<file path="src/rtl/writeback_scheduler.sv">
// Shares one register-file write port among scalar ALU, vector ALU and memory
// results using round-robin arbitration. Keeps a per-register busy scoreboard for decode stalls.
module writeback_scheduler #(
  parameter int SCALAR_DATA_WIDTH = 48,
  parameter int VECTOR_DATA_WIDTH = 8,
  parameter int VECTOR_SIZE       = 6,
  parameter int ADDRESS_WIDTH     = 4
) (
  input  logic                                             clock,
  input  logic                                             reset,
  input  logic [2:0]                                       reqValid,
  output logic [2:0]                                       reqReady,
  input  logic [2:0]                                       reqIsVector,
  input  logic [2:0][ADDRESS_WIDTH-1:0]                    reqAddress,
  input  logic [2:0][SCALAR_DATA_WIDTH-1:0]                reqScalarData,
  input  logic [2:0][VECTOR_SIZE-1:0][VECTOR_DATA_WIDTH-1:0] reqVectorData,
  input  logic                                             issueValid,
  input  logic                                             issueIsVector,
  input  logic [ADDRESS_WIDTH-1:0]                         issueAddress,
  input  logic                                             check1IsVector,
  input  logic                                             check2IsVector,
  input  logic                                             checkDestIsVector,
  input  logic [ADDRESS_WIDTH-1:0]                         check1Address,
  input  logic [ADDRESS_WIDTH-1:0]                         check2Address,
  input  logic [ADDRESS_WIDTH-1:0]                         checkDestAddress,
  output logic                                             stall,
  output logic                                             writeEnableScalar,
  output logic                                             writeEnableVector,
  output logic [ADDRESS_WIDTH-1:0]                         writeAddress,
  output logic [SCALAR_DATA_WIDTH-1:0]                     writeScalarData,
  output logic [VECTOR_SIZE-1:0][VECTOR_DATA_WIDTH-1:0]    writeVectorData
);

  localparam int NUM_REGS = 2 ** ADDRESS_WIDTH;

  logic [1:0]          last_reg;
  logic [1:0]          start_idx;
  logic [1:0]          grant_idx;
  logic                grant_any;
  logic                transfer;
  logic [NUM_REGS-1:0] busy_s_reg;
  logic [NUM_REGS-1:0] busy_v_reg;
  logic [NUM_REGS-1:0] busy_s_next;
  logic [NUM_REGS-1:0] busy_v_next;

  function automatic logic [1:0] rr_index(input logic [1:0] base, input logic [1:0] off);
    logic [2:0] sum;
    sum = {1'b0, base} + {1'b0, off};
    return (sum >= 3'd3) ? 2'(sum - 3'd3) : sum[1:0];
  endfunction

  assign start_idx = (last_reg == 2'd2) ? 2'd0 : last_reg + 2'd1;

  // Scan from farthest to nearest offset so the nearest valid requester wins.
  always_comb begin
    grant_idx = 2'd0;
    grant_any = 1'b0;
    for (int k = 2; k >= 0; k--) begin
      if (reqValid[rr_index(start_idx, 2'(k))]) begin
        grant_idx = rr_index(start_idx, 2'(k));
        grant_any = 1'b1;
      end
    end
  end

  assign transfer = reset & grant_any;

  generate
    for (genvar gi = 0; gi < 3; gi++) begin : g_ready
      assign reqReady[gi] = transfer & (grant_idx == 2'(gi));
    end
  endgenerate

  always_ff @(posedge clock) begin
    if (!reset) begin
      last_reg          <= 2'd2;
      writeEnableScalar <= 1'b0;
      writeEnableVector <= 1'b0;
      writeAddress      <= '0;
      writeScalarData   <= '0;
      writeVectorData   <= '0;
    end else begin
      writeEnableScalar <= transfer & ~reqIsVector[grant_idx];
      writeEnableVector <= transfer & reqIsVector[grant_idx];
      if (transfer) begin
        last_reg        <= grant_idx;
        writeAddress    <= reqAddress[grant_idx];
        writeScalarData <= reqScalarData[grant_idx];
        writeVectorData <= reqVectorData[grant_idx];
      end
    end
  end

  // Clear for the committing write is applied first so a same-cycle issue keeps the bit set.
  always_comb begin
    busy_s_next = busy_s_reg;
    busy_v_next = busy_v_reg;
    if (writeEnableScalar) busy_s_next[writeAddress] = 1'b0;
    if (writeEnableVector) busy_v_next[writeAddress] = 1'b0;
    if (issueValid) begin
      if (issueIsVector) busy_v_next[issueAddress] = 1'b1;
      else               busy_s_next[issueAddress] = 1'b1;
    end
  end

  always_ff @(posedge clock) begin
    if (!reset) begin
      busy_s_reg <= '0;
      busy_v_reg <= '0;
    end else begin
      busy_s_reg <= busy_s_next;
      busy_v_reg <= busy_v_next;
    end
  end

  function automatic logic busy_lookup(input logic is_vec, input logic [ADDRESS_WIDTH-1:0] addr,
                                       input logic [NUM_REGS-1:0] bs, input logic [NUM_REGS-1:0] bv);
    return is_vec ? bv[addr] : bs[addr];
  endfunction

  assign stall = reset & (busy_lookup(check1IsVector, check1Address, busy_s_reg, busy_v_reg)
                        | busy_lookup(check2IsVector, check2Address, busy_s_reg, busy_v_reg)
                        | busy_lookup(checkDestIsVector, checkDestAddress, busy_s_reg, busy_v_reg));

endmodule

</file>
<file path="config.mk">
export PLATFORM = sky130hd
export DESIGN_NAME = writeback_scheduler
export DESIGN_NICKNAME = d
export VERILOG_FILES = /design/src/rtl/writeback_scheduler.sv
export SDC_FILE = /design/constraint.sdc
export NUM_CORES = 1
export LEC_CHECK = 0
export BUFFER_PORTS_ARGS = -buffer_cell sky130_fd_sc_hd__buf_2
export CAP_MARGIN = 30
export CORE_AREA = 5 5 168 170
export CTS_BUF_LIST = sky130_fd_sc_hd__clkbuf_4 sky130_fd_sc_hd__clkbuf_8
export DETAILED_ROUTE_END_ITERATION = 10
export DIE_AREA = 0 0 173 175
export PLACE_DENSITY = 0.74
export SLEW_MARGIN = 40
export SYNTH_ARGS = -nofsm -noshare
export SYNTH_HDL_FRONTEND = slang
export SYNTH_SLANG_ARGS = --single-unit
</file>
<file path="constraint.sdc">
create_clock -name clock -period 2.4 [get_ports clock]
set_clock_uncertainty 0.2 [all_clocks]
set_input_delay 0.24 -clock clock [delete_from_list [all_inputs] [get_ports clock]]
set_output_delay 0.24 -clock clock [all_outputs]
set_load 0.03 [all_outputs]
</file>
==> results.py, run 1 <==
metrics = {
    "placement": {
        "place.gp.congestion": 1.00,
        "hpwlAfterDp_um": 29100,
        "port_buffers": 434,
        "dpl_cell_area_sq_um": 11600,
        "pre_cts_ws_ns": -0.166,
    },
    "route": {
        "drt_first_pass_iters": 5,
        "vias": 10500,
        "drtAntennaViolNets": 0,
        "drc": 0,
        "vias_per_cell": 5.69,
        "wire_per_inst_um": 21.5,
        "routed_wl_um": 39700,
        "drt_iter0_drc": 949,
    },
    "timing": {
        "slew_headroom_pct": 42.5,
        "rsz0062_at_grt": "true",
        "worst_slack_ns": -0.364,
        "hold_violations": 0,
        "clock.fmax_mhz": 362,
        "worst_pin_slew_ns": 0.863,
        "setup-violations-final": 1,
        "period_needed_ns": 2.76,
        "fin_crit_sh_pct": 115,
        "holdWs_ns": 0.0310,
        "drv_slew": 0,
    },
    "outcome": {
        "status": "complete, but fails checks",
        "violations": "setup timing",
    },
    "pwr": {
        "power_mw": 6.59,
        "ir_drop_v": 0.000306,
        "leakage_nw": 5.41,
        "pwr_density_cell_nw_per_um2": 533,
    },
    "die": {
        "die-width_um": 173,
        "die_area_sq_um": 30300,
        "std_cell_rows": 60,
        "coreArea_sq_um": 26600,
        "die_h_um": 175,
        "initial_utilization_pct": 33.9,
        "io_pins": 435,
    },
    "global_route": {
        "grt_pass1_wl_um": 59600,
        "grt_usage_pct": 24.8,
        "antenna_found_initial": 16,
        "grt_pass1_vias": 10200,
        "grt_overflow": 0,
        "grt_max_degree": 137,
    },
    "worst_setup_path": {
        "critical_path_class": "flip-flop to primary output",
        "critical_path_arrival_ns": 2.32,
        "critPathLaunchType": "flip-flop",
        "critPathCaptureType": "primary output",
        "critPathMaxFanout": 4,
        "crit_required_ns": 1.96,
    },
    "synthesis": {
        "synthesis.nets": 1424,
        "yosys.area.top_type": "dfxtp_1",
        "yosysWarningCount": 0,
        "ys_seq_area_share_pct": 30.2,
        "synth_edf_count": 0,
        "avgSynthCellArea_sq_um": 8.23,
        "synth_cells": 1095,
        "yosysTopAreaCellShare_pct": 30.2,
        "synthFlopType": "dfxtp_1",
        "syn_area_sq_um": 9010,
        "synth.most_common_cell": "a21boi_0",
        "synth.area.top_cells": "dfxtp_1 (30%), a21boi_0 (18%), o311ai_0 (9.7%)",
        "ys_ff_latch": 136,
        "ys_types": 45,
        "async_reset_ff_share_pct": 0,
        "synth_top_cells_by_count": "a21boi_0 (221), nand2_1 (149), dfxtp_1 (136)",
    },
    "layout": {
        "top_regs": "writeScalarData (48), writeVectorData (48)",
        "drive_gt1_share_pct": 38.0,
        "final_cell_area_sq_um": 12400,
        "finalNetCount": 1812,
        "final_core_utilization_pct": 46.5,
        "syn_to_final_growth_pct": 37.1,
    },
    "clock_tree": {
        "clockBufferDepth": 2,
        "cts-root-buf": "clkbuf_8",
        "htreeDepth": 4,
        "path_clk_slew_ns": 0.10,
        "clk_latency_ns": 0.44,
        "tritoncts": "yes",
        "cts.sinks": 136,
        "cts_buffers": 17,
    },
    "flow_run": {
        "max_cap_violations": 0,
    },
    "hold_path": {
        "worstHoldPathType": "input port to flip-flop",
    },
}
[what timing repair did]
action / 4_1_cts / 5_1_grt
hold buffers: 11 / 0
pin swaps: 2 / 1
setup buffers: 2 / 1
resized for setup: 10 / 6
endpoints found under the hold margin: 17 / 0
gates cloned: 3 / 0
setup endpoints to repair: 4 / 24
[cells in the final DEF (no fill, tap or decap), drive strengths merged, types with 4 or more instances in the layout]
cell	count
a21boi	233
and3	101
buf	480
bufinv	4
clkbuf	19
dfxtp	136
diode	10
dlygate4sd3	11
inv	5
mux2	23
mux2i	4
mux4	11
nand2	149
nand2b	9
nand3b	102
nor2	13
nor2b	7
nor3	6
o21ai	33
o22ai	13
o311ai	100
[path summary, 6_finish.rpt]
| check | startpoint | endpoint | slack [ns] | cells after the start |
|---|---|---|---|---|
| max | busy_v_reg[15] | stall | -0.36 | 6 |
| min | reqScalarData[113] | writeScalarData[17] | 0.03 | 4 |
| max reg2reg | last_reg[1] | writeScalarData[40] | 0.13 | 7 |
| min reg2reg | writeScalarData[34] | writeScalarData[34] | 0.25 | 2 |
[layer usage]
layer | up-vias | part of all wire (%) | GRT usage, %
li1 | 4908 | - | -
met1 | 4956 | 40 | 31.4
met2 | 541 | 48 | 41.1
met3 | 99 | 7.3 | 4.61
met4 | 8 | 4.3 | 11.5
met5 | - | 0.14 | 0
[power breakdown]
group | total [mW] | switching, mW | internal (mW) | leakage (nW)
Combinational | 1.91 | 1.13 | 0.775 | 4.07
Sequential | 2.50 | 0.0951 | 2.40 | 1.12
Clock | 2.18 | 1.01 | 1.17 | 0.219
[layout make-up]
class	instances	area, sq um
clock buffers	19	249
flip-flops and latches	136	2730
inverters	1	3.75
repair buffers	494	2880
well taps	341	427
fillers	2664	14200
diodes	10	25.0
multi-input cells	833	5850
clock inverters	13	193
[worst max-delay path: stages (launching register included)]
cell and delay, ns:
dfxtp_2 0.35, mux2_1 0.30, o22ai_2 0.15, nor3_1 0.07, or4_1 0.51, o41a_1 0.35, buf_6 0.15
[kinds of logic after synthesis]
kind of cell    share of synthesized area [%]
compound gates                           32.7
buf+inv                                  5.57
flops                                    30.2
mux                                      6.19
simple gates                             25.3
[stage by stage]
step,TNS [ns],cells
floorplan,0,1095
global placement,-0.348,1788
detailed placement,-0.166,1788
CTS,-0.405,1836
global route,-0.471,1846
finish,-0.364,1847
Power figures use the tool's default switching activity.
==> inputs of run 2 (changes only) <==
CELL_PAD_IN_SITES_DETAIL_PLACEMENT = 1   (was not set)
CELL_PAD_IN_SITES_GLOBAL_PLACEMENT = 1   (was not set)
CORE_AREA = 5 5 169 171   (was 5 5 168 170)
DIE_AREA = 0 0 174 176   (was 0 0 173 175)
PLACE_DENSITY = 0.93   (was 0.74)
clock period = 2.8 ns   (was 2.4 ns; I/O delays follow)
==> results.py, run 2 (synthesis results as in run 1) <==
metrics = {
    "outcome": {
        "status": "complete, but fails checks",
        "violations": "setup timing",
    },
    "layout": {
        "fillers": 3333,
        "top_regs": "writeScalarData (48), writeVectorData (48)",
        "finalNetCount": 1778,
        "drive_gt1_share_pct": 36.9,
        "multi_input_area_sq_um": 5840,
        "layout_common_cells": "buf_2 (430), a21boi_0 (221), nand2_1 (148)",
        "syn_to_final_growth_pct": 32.6,
        "regArea_sq_um": 2730,
        "final_common_cell": "buf_2",
        "final_core_utilization_pct": 44.7,
    },
    "die": {
        "io_pins": 435,
        "coreArea_sq_um": 26700,
        "std_cell_rows": 60,
        "die-width_um": 174,
        "initial_utilization_pct": 33.7,
        "die_area_sq_um": 30600,
        "die_h_um": 176,
    },
    "global_route": {
        "grt_max_degree": 197,
        "grt_overflow": 0,
        "grt_pass1_vias": 11000,
        "grt_pass1_wl_um": 64800,
        "grt_usage_pct": 26.9,
        "antenna_found_initial": 17,
    },
    "timing": {
        "hold_violations": 0,
        "setup-violations-final": 1,
        "holdWs_ns": 0.0540,
        "drv_slew": 0,
        "worst_slack_ns": -0.0127,
        "slew_headroom_pct": 44.3,
        "fin_tns_setup_ns": -0.0127,
        "worst_pin_slew_ns": 0.835,
        "clock.fmax_mhz": 356,
        "fin_crit_sh_pct": 100,
        "period_needed_ns": 2.81,
        "rsz0062_at_grt": "true",
    },
    "route": {
        "drc": 0,
        "drt_first_pass_iters": 5,
        "wire_per_inst_um": 24.4,
        "drtAntennaViolNets": 0,
        "vias_per_cell": 5.96,
        "drt_iter0_drc": 782,
        "vias": 10800,
        "routed_wl_um": 44400,
    },
    "worst_setup_path": {
        "critical_path_arrival_ns": 2.33,
        "crit_required_ns": 2.32,
        "critical_path_class": "flip-flop to primary output",
        "critPathLaunchType": "flip-flop",
        "critPathCaptureType": "primary output",
        "r2r_slack_ns": 0.39,
        "critPathMaxFanout": 4,
    },
    "pwr": {
        "ir_drop_v": 0.000228,
        "leakage_nw": 5.18,
        "pwr_density_cell_nw_per_um2": 449,
    },
    "placement": {
        "port_buffers": 434,
        "hpwlAfterDp_um": 33000,
        "pre_cts_ws_ns": 0.101,
        "place.gp.congestion": 0.963,
    },
    "clock_tree": {
        "clockBufferDepth": 2,
        "clk_latency_ns": 0.43,
        "htreeDepth": 4,
        "tritoncts": "yes",
        "cts_buffers": 17,
        "cts-root-buf": "clkbuf_8",
        "cts.sinks": 136,
        "path_clk_slew_ns": 0.08,
    },
    "flow_run": {
        "max_cap_violations": 0,
    },
    "hold_path": {
        "worstHoldPathType": "input port to flip-flop",
    },
}
## run 2: per-layer routing
metal | part of all wire, % | vias up | track usage [%]
li1 | - | 4836 | -
met2 | 48 | 546 | 45.8
met4 | 6.4 | 8 | 14.9
met3 | 7.3 | 137 | 6.06
met1 | 38 | 5291 | 31.5
met5 | 0.11 | - | 0
## run 2: path summary, 6_finish.rpt
check	cells past startpoint	to	startpoint
worst min register to register	2	writeScalarData[36]	writeScalarData[36]
worst max-delay path	6	stall	busy_v_reg[2]
worst min-delay path	3	writeEnableVector	reqIsVector[1]
worst max register to register	8	writeScalarData[45]	last_reg[1]
## run 2: where the power goes
group | switching, mW | total, mW | internal [mW]
Clock | 0.879 | 1.63 | 0.749
Combinational | 0.988 | 1.59 | 0.602
Sequential | 0.0877 | 2.15 | 2.06
## run 2: worst max-delay path, cell delays in order (launching register included)
cell and delay, ns:
dfxtp_1 0.35, mux2_4 0.27, o22ai_1 0.19, nor3_1 0.07
or4_1 0.53, o41a_1 0.35, buf_6 0.15
## run 2: layout make-up
class | count | share of cell area [%]
Clock inverter | 14 | 1.16
Sequential cell | 136 | 22.8
Multi-Input combinational cell | 833 | 48.9
Antenna cell | 13 | 0.272
Inverter | 1 | 0.0314
Tap cell | 341 | 3.57
Timing Repair Buffer | 460 | 21.2
Clock buffer | 18 | 2.07
## run 2: metrics by stage
stage          power (mW)  cells  area [sq um]
2_1_floorplan        3.06   1095          9010
5_1_grt              5.62   1815         11900
6_report             5.37   1816         11900
3_3_place_gp         3.70   1767         11500
4_1_cts              5.39   1802         11900
3_5_place_dp         3.75   1767         11500
## run 2: repair_timing
item | in CTS | in global routing
gates resized for setup | 4 | 5
pin swaps | 2 | 0
hold endpoints to repair | 2 | 0
buffers inserted | 2 | 0
endpoints found under the setup margin | 3 | 3
hold buffers | 1 | 0
gates cloned | 0 | 1
